### src/rtl/deserializer_if.sv
// Bus bundle between the serial source, the deserializer and the word consumer.
// The slave modport is the deserializer's view; master is the surrounding logic.
interface deserializer_if #(
  parameter int DATA_W = 16,
  localparam int MOD_W = $clog2(DATA_W)
);
  logic              ser_data_i;
  logic              ser_data_val_i;
  logic [DATA_W-1:0] deser_data_o;
  logic [MOD_W-1:0]  deser_data_mod_o;
  logic              deser_data_val_o;

  modport slave (
    input  ser_data_i,
    input  ser_data_val_i,
    output deser_data_o,
    output deser_data_mod_o,
    output deser_data_val_o
  );

  modport master (
    output ser_data_i,
    output ser_data_val_i,
    input  deser_data_o,
    input  deser_data_mod_o,
    input  deser_data_val_o
  );
endinterface

### src/rtl/deserializer.sv
// MSB-first serial-to-parallel stage; one word per packet, with a bit-count code (0 = full word).
// Define DESERIALIZER_RIGHT_ALIGN_EN to LSB-align short words instead of MSB-aligning them.
module deserializer #(
  parameter int DATA_W = 16,
  localparam int MOD_W = $clog2(DATA_W)
) (
  input  logic           clk_i,
  input  logic           srst_i,
  deserializer_if.slave  bus
);

  localparam logic [MOD_W:0] CNT_FULL = DATA_W[MOD_W:0];
  localparam logic [MOD_W:0] CNT_LAST = CNT_FULL - 1'b1;

  logic [DATA_W-1:0] shift_reg, shift_next;
  logic [DATA_W-1:0] shifted_in;
  logic [DATA_W-1:0] short_word;
  logic [MOD_W:0]    cnt_reg, cnt_next;
  logic [DATA_W-1:0] data_reg, data_next;
  logic [MOD_W-1:0]  mod_reg, mod_next;
  logic              val_reg, val_next;

  always_comb begin
    shifted_in = {shift_reg[DATA_W-2:0], bus.ser_data_i};
`ifdef DESERIALIZER_RIGHT_ALIGN_EN
    // shift_reg is cleared at every emit, so bits above the k collected ones are already zero
    short_word = shift_reg;
`else
    short_word = shift_reg << (CNT_FULL - cnt_reg);
`endif

    shift_next = shift_reg;
    cnt_next   = cnt_reg;
    data_next  = data_reg;
    mod_next   = mod_reg;
    val_next   = 1'b0;

    if (bus.ser_data_val_i) begin
      if (cnt_reg == CNT_LAST) begin
        data_next  = shifted_in;
        mod_next   = '0;
        val_next   = 1'b1;
        cnt_next   = '0;
        shift_next = '0;
      end else begin
        shift_next = shifted_in;
        cnt_next   = cnt_reg + 1'b1;
      end
    end else if (cnt_reg != '0) begin
      // first idle cycle after a partial packet terminates it
      data_next  = short_word;
      mod_next   = cnt_reg[MOD_W-1:0];
      val_next   = 1'b1;
      cnt_next   = '0;
      shift_next = '0;
    end
  end

  always_ff @(posedge clk_i or posedge srst_i) begin
    if (srst_i) begin
      shift_reg <= '0;
      cnt_reg   <= '0;
      data_reg  <= '0;
      mod_reg   <= '0;
      val_reg   <= 1'b0;
    end else begin
      shift_reg <= shift_next;
      cnt_reg   <= cnt_next;
      data_reg  <= data_next;
      mod_reg   <= mod_next;
      val_reg   <= val_next;
    end
  end

  assign bus.deser_data_o     = data_reg;
  assign bus.deser_data_mod_o = mod_reg;
  assign bus.deser_data_val_o = val_reg;

endmodule

### src/flat_wrapper.sv
// flat-port wrapper written by rule: the top's interface ports become plain ports
module deserializer_flat 
#(
  parameter int DATA_W = 16,
  localparam int MOD_W = $clog2(DATA_W)
)
  (clk_i, srst_i, bus_ser_data_i, bus_ser_data_val_i, bus_deser_data_o, bus_deser_data_mod_o, bus_deser_data_val_o);
  deserializer_if #(.DATA_W(DATA_W)) bus_i ();
  input  logic clk_i;
  input  logic srst_i;
  input wire logic [$bits(bus_i.ser_data_i)-1:0] bus_ser_data_i;
  input wire logic [$bits(bus_i.ser_data_val_i)-1:0] bus_ser_data_val_i;
  output wire logic [$bits(bus_i.deser_data_o)-1:0] bus_deser_data_o;
  output wire logic [$bits(bus_i.deser_data_mod_o)-1:0] bus_deser_data_mod_o;
  output wire logic [$bits(bus_i.deser_data_val_o)-1:0] bus_deser_data_val_o;
  assign bus_i.ser_data_i = bus_ser_data_i;
  assign bus_i.ser_data_val_i = bus_ser_data_val_i;
  assign bus_deser_data_o = bus_i.deser_data_o;
  assign bus_deser_data_mod_o = bus_i.deser_data_mod_o;
  assign bus_deser_data_val_o = bus_i.deser_data_val_o;
  deserializer #(.DATA_W(DATA_W)) u_core (.clk_i(clk_i), .srst_i(srst_i), .bus(bus_i));
endmodule
### config.mk
export PLATFORM = sky130hd
export DESIGN_NAME = deserializer_flat
export DESIGN_NICKNAME = d
export VERILOG_FILES = /design/src/rtl/deserializer_if.sv /design/src/rtl/deserializer.sv /design/src/flat_wrapper.sv
export SDC_FILE = /design/constraint.sdc
export NUM_CORES = 1
export LEC_CHECK = 0
export ABC_AREA = 1
export BUFFER_PORTS_ARGS = -buffer_cell sky130_fd_sc_hd__buf_4
export CAP_MARGIN = 20
export CORE_ASPECT_RATIO = 0.75
export CORE_MARGIN = 1
export CORE_UTILIZATION = 30
export CTS_CLUSTER_DIAMETER = 120
export DETAILED_ROUTE_END_ITERATION = 7
export PLACE_DENSITY = 0.53
export SYNTH_ARGS = -nofsm -noshare
export SYNTH_HDL_FRONTEND = slang
export SYNTH_SLANG_ARGS = --single-unit
### constraint.sdc
create_clock -name clk_i -period 6.72 [get_ports clk_i]
set_input_delay 1.008 -clock clk_i [delete_from_list [all_inputs] [get_ports clk_i]]
set_output_delay 1.008 -clock clk_i [all_outputs]
set_load 0.02 [all_outputs]
==> impl_metrics.yaml, run 1 <==
critical_path:
  critPathCaptureType: "flop"
  critical_path_buf_inv_count: 2
  cp_data_arrival_time_ps: 3480
  path_delay_family: "buffers and inverters"
  cp.required_ps: 6960
  crit_slowest_cell: "dfrtp_1"
  crit_type: "reg2reg"
  path_max_fanout: 20
  worstPathCellList: "inv_2 > ha_1 > clkinv_1 > nand3_1 > nand3_1 > o21ai_0 > nand2_1 > nand2_1"
  critPathMaxStageDelay_ps: 740
  cp-start-kind: "flop"
power:
  ir_drop_mv: 0.161
  leakage_nw: 1.41
  powerDensity_nw_per_um2: 441
sta:
  relSlewSlack: 0.596
  rsz0062_at_grt: "no"
  whs_ps: 484
  post-route-period-util: 0.483
  setup_tns_ps: 0
  post-route-min-period_ps: 3240
  slew_viol_final: 0
  finalSetupViolations: 0
  max_slew.worst_pin.slew_ps: 606
  max_freq_mhz: 308
  worst_slack_ps: 3480
  clock_skew_ps: 2.29
  hold_viol: 0
route:
  via_per_inst: 5.03
  ant_nets: 0
  routedWlPerCell_um: 14.5
  via_count: 2389
  drc: 0
  drt_iter0_markers: 181
  wirelength_um: 6870
  firstDrtPassIters: 5
die:
  dieWidth_um: 107
  core_um2: 7990
  ios: 25
  rows: 28
  die_y_um: 81.1
  start_util: 0.313
  die_area_um2: 8710
global_route:
  grt-ovfl-total: 0
  grt_max_degree: 43
  track_usage: 0.177
  antenna_found_initial: 0
  grt_pass1_vias: 2310
  grt_pass1_wl_um: 11600
synthesis:
  synth_top_area_frac: 0.420
  ys_seq_area_frac: 0.420
  synth_common_cells: "nand2_1, nand3_1, dfrtp_1"
  avgSynthCellArea_um2: 7.05
  synth_cell_types: 27
  yosysTopAreaCell: "dfrtp_1"
  synthTopCellsByArea: "dfrtp_1, nand2_1, nand3_1, o21ai_0, nor2_1"
  synth-seq-cells: 42
  syn_nets: 362
  synth_area_um2: 2500
  synth-edff-count: 0
  synth_async_sr_flop_share: 1.00
  yosysMostFrequentCell: "nand2_1"
  synthFlopType: "dfrtp_1"
  synth_cells: 355
  yosys_warnings: 0
placed_design:
  dp_hpwl_um: 5060
  dp.cells: 467
  place_congestion: 0.966
  place_ws_ps: 3580
  port_buffers: 24
worst_hold_path:
  hold_class: "reg2reg"
cts:
  hold_buffers: 0
  clkSlewWorstSetupHoldPaths_ps: 80
  htreeDepth: 2
  post_cts_buffers: 0
  clk_path_buf_depth: 2
  cts_sinks: 42
  cts_buffers: 5
  clock_latency_ps: 300
  cts_root_buffer: "clkbuf_8"
  cts_resized: 0
  cts_tree: "yes"
final_layout:
  diodes: 0
  fin_nets: 376
  drive_gt1_frac: 0.130
  stdcell_count: 475
  syn_to_final_growth_pct: 12.2
  fill_cells: 861
  multi_input_area_um2: 1230
  regArea_um2: 1050
flow_run:
  drv_cap: 0
outcome:
  status: "completed"
-- worst register-to-register path, stage by stage, from the launching register on --
cell      delay [ps]
dfrtp_1          740
inv_2            310
ha_1             700
clkinv_1         540
nand3_1          270
nand3_1          120
o21ai_0          340
nand2_1          110
nand2_1           80
-- per-layer routing --
metal / vias up / GRT usage / part of all wire / wire (µm)
met5: - / 0 / 0 / 0
met4: 0 / 0.0534 / 0.020 / 134
met3: 17 / 0.0562 / 0.084 / 575
met2: 85 / 0.254 / 0.40 / 2760
met1: 1115 / 0.251 / 0.49 / 3400
li1: 1172 / - / - / -
-- path summary, 6_finish.rpt --
check | startpoint | to | slack (ps) | cells after the start
worst min-delay path | u_core.bus.deser_data_o[2] | u_core.bus.deser_data_o[2] | 480 | 2
max in group asynchronous | srst_i | u_core.bus.deser_data_o[12] | 5520 | 3
min in group asynchronous | srst_i | u_core.bus.deser_data_o[3] | 840 | 3
worst max register to register | u_core.cnt_reg[0] | u_core.bus.deser_data_o[3] | 3480 | 8
worst max-delay path | u_core.cnt_reg[0] | u_core.bus.deser_data_o[3] | 3480 | 8
worst min register to register | u_core.bus.deser_data_o[2] | u_core.bus.deser_data_o[2] | 480 | 2
-- kinds of logic (layout without fill, tap and decap cells) --
family | count (synthesis) | count (layout) | synth area share
xor+xnor | 1 | 1 | 0.00350
compound gates | 41 | 41 | 0.0885
simple gates | 224 | 224 | 0.384
flops | 42 | 42 | 0.420
buf+inv | 44 | 59 | 0.0885
fa+ha+maj | 3 | 3 | 0.0150
-- final cells by class --
type	instances	area share
Timing Repair Buffer	25	0.0668
Clock inverter	3	0.0143
Tap cell	105	0.0468
Inverter	26	0.0356
Sequential cell	42	0.374
Clock buffer	5	0.0245
Multi-Input combinational cell	269	0.438
-- metrics by stage --
step	utilization	total power, mW	cell area (µm²)
3_3_place_gp	0.338	1.05	2700
5_1_grt	0.352	1.35	2810
6_report	0.352	1.24	2810
2_1_floorplan	-	0.874	2500
3_5_place_dp	0.338	1.04	2700
4_1_cts	0.352	1.24	2810
-- placed cells by master (no fill, tap or decap), types with 3 or more instances in the layout --
master,Yosys,layout
nor2_1,23,23
nand3_1,53,53
or2_2,3,3
nand2_2,3,3
a21oi_1,9,9
inv_1,20,19
inv_2,4,4
nand2_1,137,137
o22ai_1,3,3
o21ai_0,23,23
dfrtp_1,42,42
ha_1,3,3
o31ai_1,4,4
buf_4,5,25
clkbuf_8,0,5
-- power breakdown --
group	switching, mW	internal, mW	total [mW]
Combinational	0.448	0.220	0.668
Clock	0.0929	0.110	0.202
Sequential	0.0540	0.315	0.369
Total	0.595	0.645	1.24
(Power assumes the default switching activity.)
==> run 2, diff against run 1 <==
--- a/config.mk
+++ b/config.mk
@@ -13,7 +13,7 @@
 export CORE_UTILIZATION = 30
 export CTS_CLUSTER_DIAMETER = 120
 export DETAILED_ROUTE_END_ITERATION = 7
-export PLACE_DENSITY = 0.53
+export PLACE_DENSITY = 0.55
 export SYNTH_ARGS = -nofsm -noshare
 export SYNTH_HDL_FRONTEND = slang
 export SYNTH_SLANG_ARGS = --single-unit
==> constraint.sdc (replaced) <==
create_clock -name clk_i -period 2.8 [get_ports clk_i]
set_input_delay 0.42 -clock clk_i [delete_from_list [all_inputs] [get_ports clk_i]]
set_output_delay 0.42 -clock clk_i [all_outputs]
set_load 0.02 [all_outputs]
==> impl_metrics.yaml, run 2 (synthesis results as in run 1) <==
critical_path:
  cp.required_ps: 2990
  path_max_fanout: 23
  crit_slowest_cell: "dfrtp_1"
  worstPathCellList: "inv_1 > ha_1 > nand2_1 > nor2_1 > ha_1 > inv_2 > nor2_8 > inv_4 > nand2_4 > inv_2 > or2_2 > nand2_1 > inv_1"
  cp-start-kind: "flop"
  critPathMaxStageDelay_ps: 420
  crit_type: "reg2reg"
  cp_data_arrival_time_ps: 2520
  critPathCaptureType: "flop"
route:
  drt_iter0_markers: 205
  wirelength_um: 6860
  drc: 0
  ant_nets: 0
  via_per_inst: 5.01
  firstDrtPassIters: 5
  routedWlPerCell_um: 14.3
  via_count: 2401
global_route:
  antenna_found_initial: 0
  grt-ovfl-total: 0
  grt_pass1_vias: 2391
  grt_max_degree: 28
  grt_pass1_wl_um: 11800
  track_usage: 0.176
final_layout:
  diodes: 0
  final_common_cell: "nand2_1"
  drive_gt1_frac: 0.136
  fin_nets: 380
  final_cell_mix: "nand2_1, nand3_1, dfrtp_1"
  fin_util: 0.353
  syn_to_final_growth_pct: 12.8
sta:
  whs_ps: 151
  setup_tns_ps: 0
  post-route-period-util: 0.829
  post-route-min-period_ps: 2320
  max_freq_mhz: 431
  max_slew.worst_pin.slew_ps: 782
  clock_skew_ps: 16.7
  slew_viol_final: 0
  finalSetupViolations: 0
  relSlewSlack: 0.475
  hold_viol: 0
  rsz0062_at_grt: "no"
  worst_slack_ps: 478
placed_design:
  place_congestion: 0.893
  port_buffers: 24
  dp_hpwl_um: 4750
  place_ws_ps: 508
flow_run:
  drv_cap: 0
die:
  dieWidth_um: 107
  ios: 25
  core_um2: 7990
  start_util: 0.313
  die_area_um2: 8710
  rows: 28
  die_y_um: 81.1
power:
  power.internal_mw: 1.51
  powerDensity_nw_per_um2: 1050
  finalPower_mw: 2.96
  switching_power_mw: 1.45
  leakage_nw: 1.42
  power_frac_comb: 0.565
  p_sw_frac: 0.490
  power_frac_seq: 0.292
  ir_drop_mv: 0.343
  pwr-share-clk: 0.143
cts:
  cts_buffers: 5
  clkSlewWorstSetupHoldPaths_ps: 90
  hold_buffers: 0
  cts_sinks: 42
  htreeDepth: 2
  clk_path_buf_depth: 2
  clock_latency_ps: 310
  cts_root_buffer: "clkbuf_8"
  cts_resized: 0
  cts_tree: "yes"
  post_cts_buffers: 0
outcome:
  status: "completed"
worst_hold_path:
  hold_class: "in2async"
run 2: cell count changes in the layout (fill, tap and decap cells not counted), sizes merged:
cell,before,now
clkinv,4,3
buf,25,29
clkbuf,5,7
bufinv,1,0
run 2: path summary, 6_finish.rpt:
check | start | end | slack, ps | cells past startpoint
max in group asynchronous | srst_i | u_core.shift_reg[10] | 1920 | 3
worst max-delay path | u_core.cnt_reg[1] | u_core.bus.deser_data_o[13] | 480 | 13
min in group clk_i | bus_ser_data_i | u_core.shift_reg[0] | 430 | 3
worst min-delay path | srst_i | u_core.bus.deser_data_o[3] | 150 | 2
worst max register to register | u_core.cnt_reg[1] | u_core.bus.deser_data_o[13] | 480 | 13
worst min register to register | u_core.bus.deser_data_o[2] | u_core.bus.deser_data_o[2] | 490 | 2
run 2: area by class of cell:
| cell class | count | area [µm²] |
|---|---|---|
| clock buffers | 7 | 86.3 |
| clock inverters | 1 | 5.00 |
| fillers | 872 | 5170 |
| inverters | 26 | 100 |
| multi-input cells | 269 | 1230 |
| flip-flops and latches | 42 | 1050 |
| well taps | 105 | 131 |
| repair buffers | 29 | 218 |
run 2: worst max-delay path, delay by kind of cell, from the launching register on:
kind | cells | cell delay [ps]
buf+inv | 5 | 500
flops | 1 | 420
fa+ha+maj | 2 | 430
simple gates | 6 | 850
run 2: power groups by stage:
| stage | combinational [mW] | sequential [mW] | clock, mW |
|---|---|---|---|
| after floorplan | 1.09 | 1.00 | 0 |
| after global placement | 1.65 | 0.875 | 0 |
| after detailed placement | 1.65 | 0.880 | 0 |
| after CTS | 1.66 | 0.869 | 0.436 |
| after global routing | 1.88 | 0.890 | 0.463 |
| final | 1.67 | 0.866 | 0.423 |
run 2: routing by layer:
metal | vias up | share of wire | global-route usage
met5 | - | 0 | 0
met4 | 0 | 0.014 | 0.0589
met3 | 12 | 0.071 | 0.0490
met2 | 96 | 0.43 | 0.261
met1 | 1117 | 0.49 | 0.246
li1 | 1176 | - | -
run 2: through the flow:
| stage | instance area [µm²] | instances |
|---|---|---|
| after global placement | 2730 | 471 |
| after CTS | 2820 | 479 |
| final | 2820 | 479 |
| after floorplan | 2500 | 355 |
| after global routing | 2820 | 479 |
| after detailed placement | 2730 | 471 |
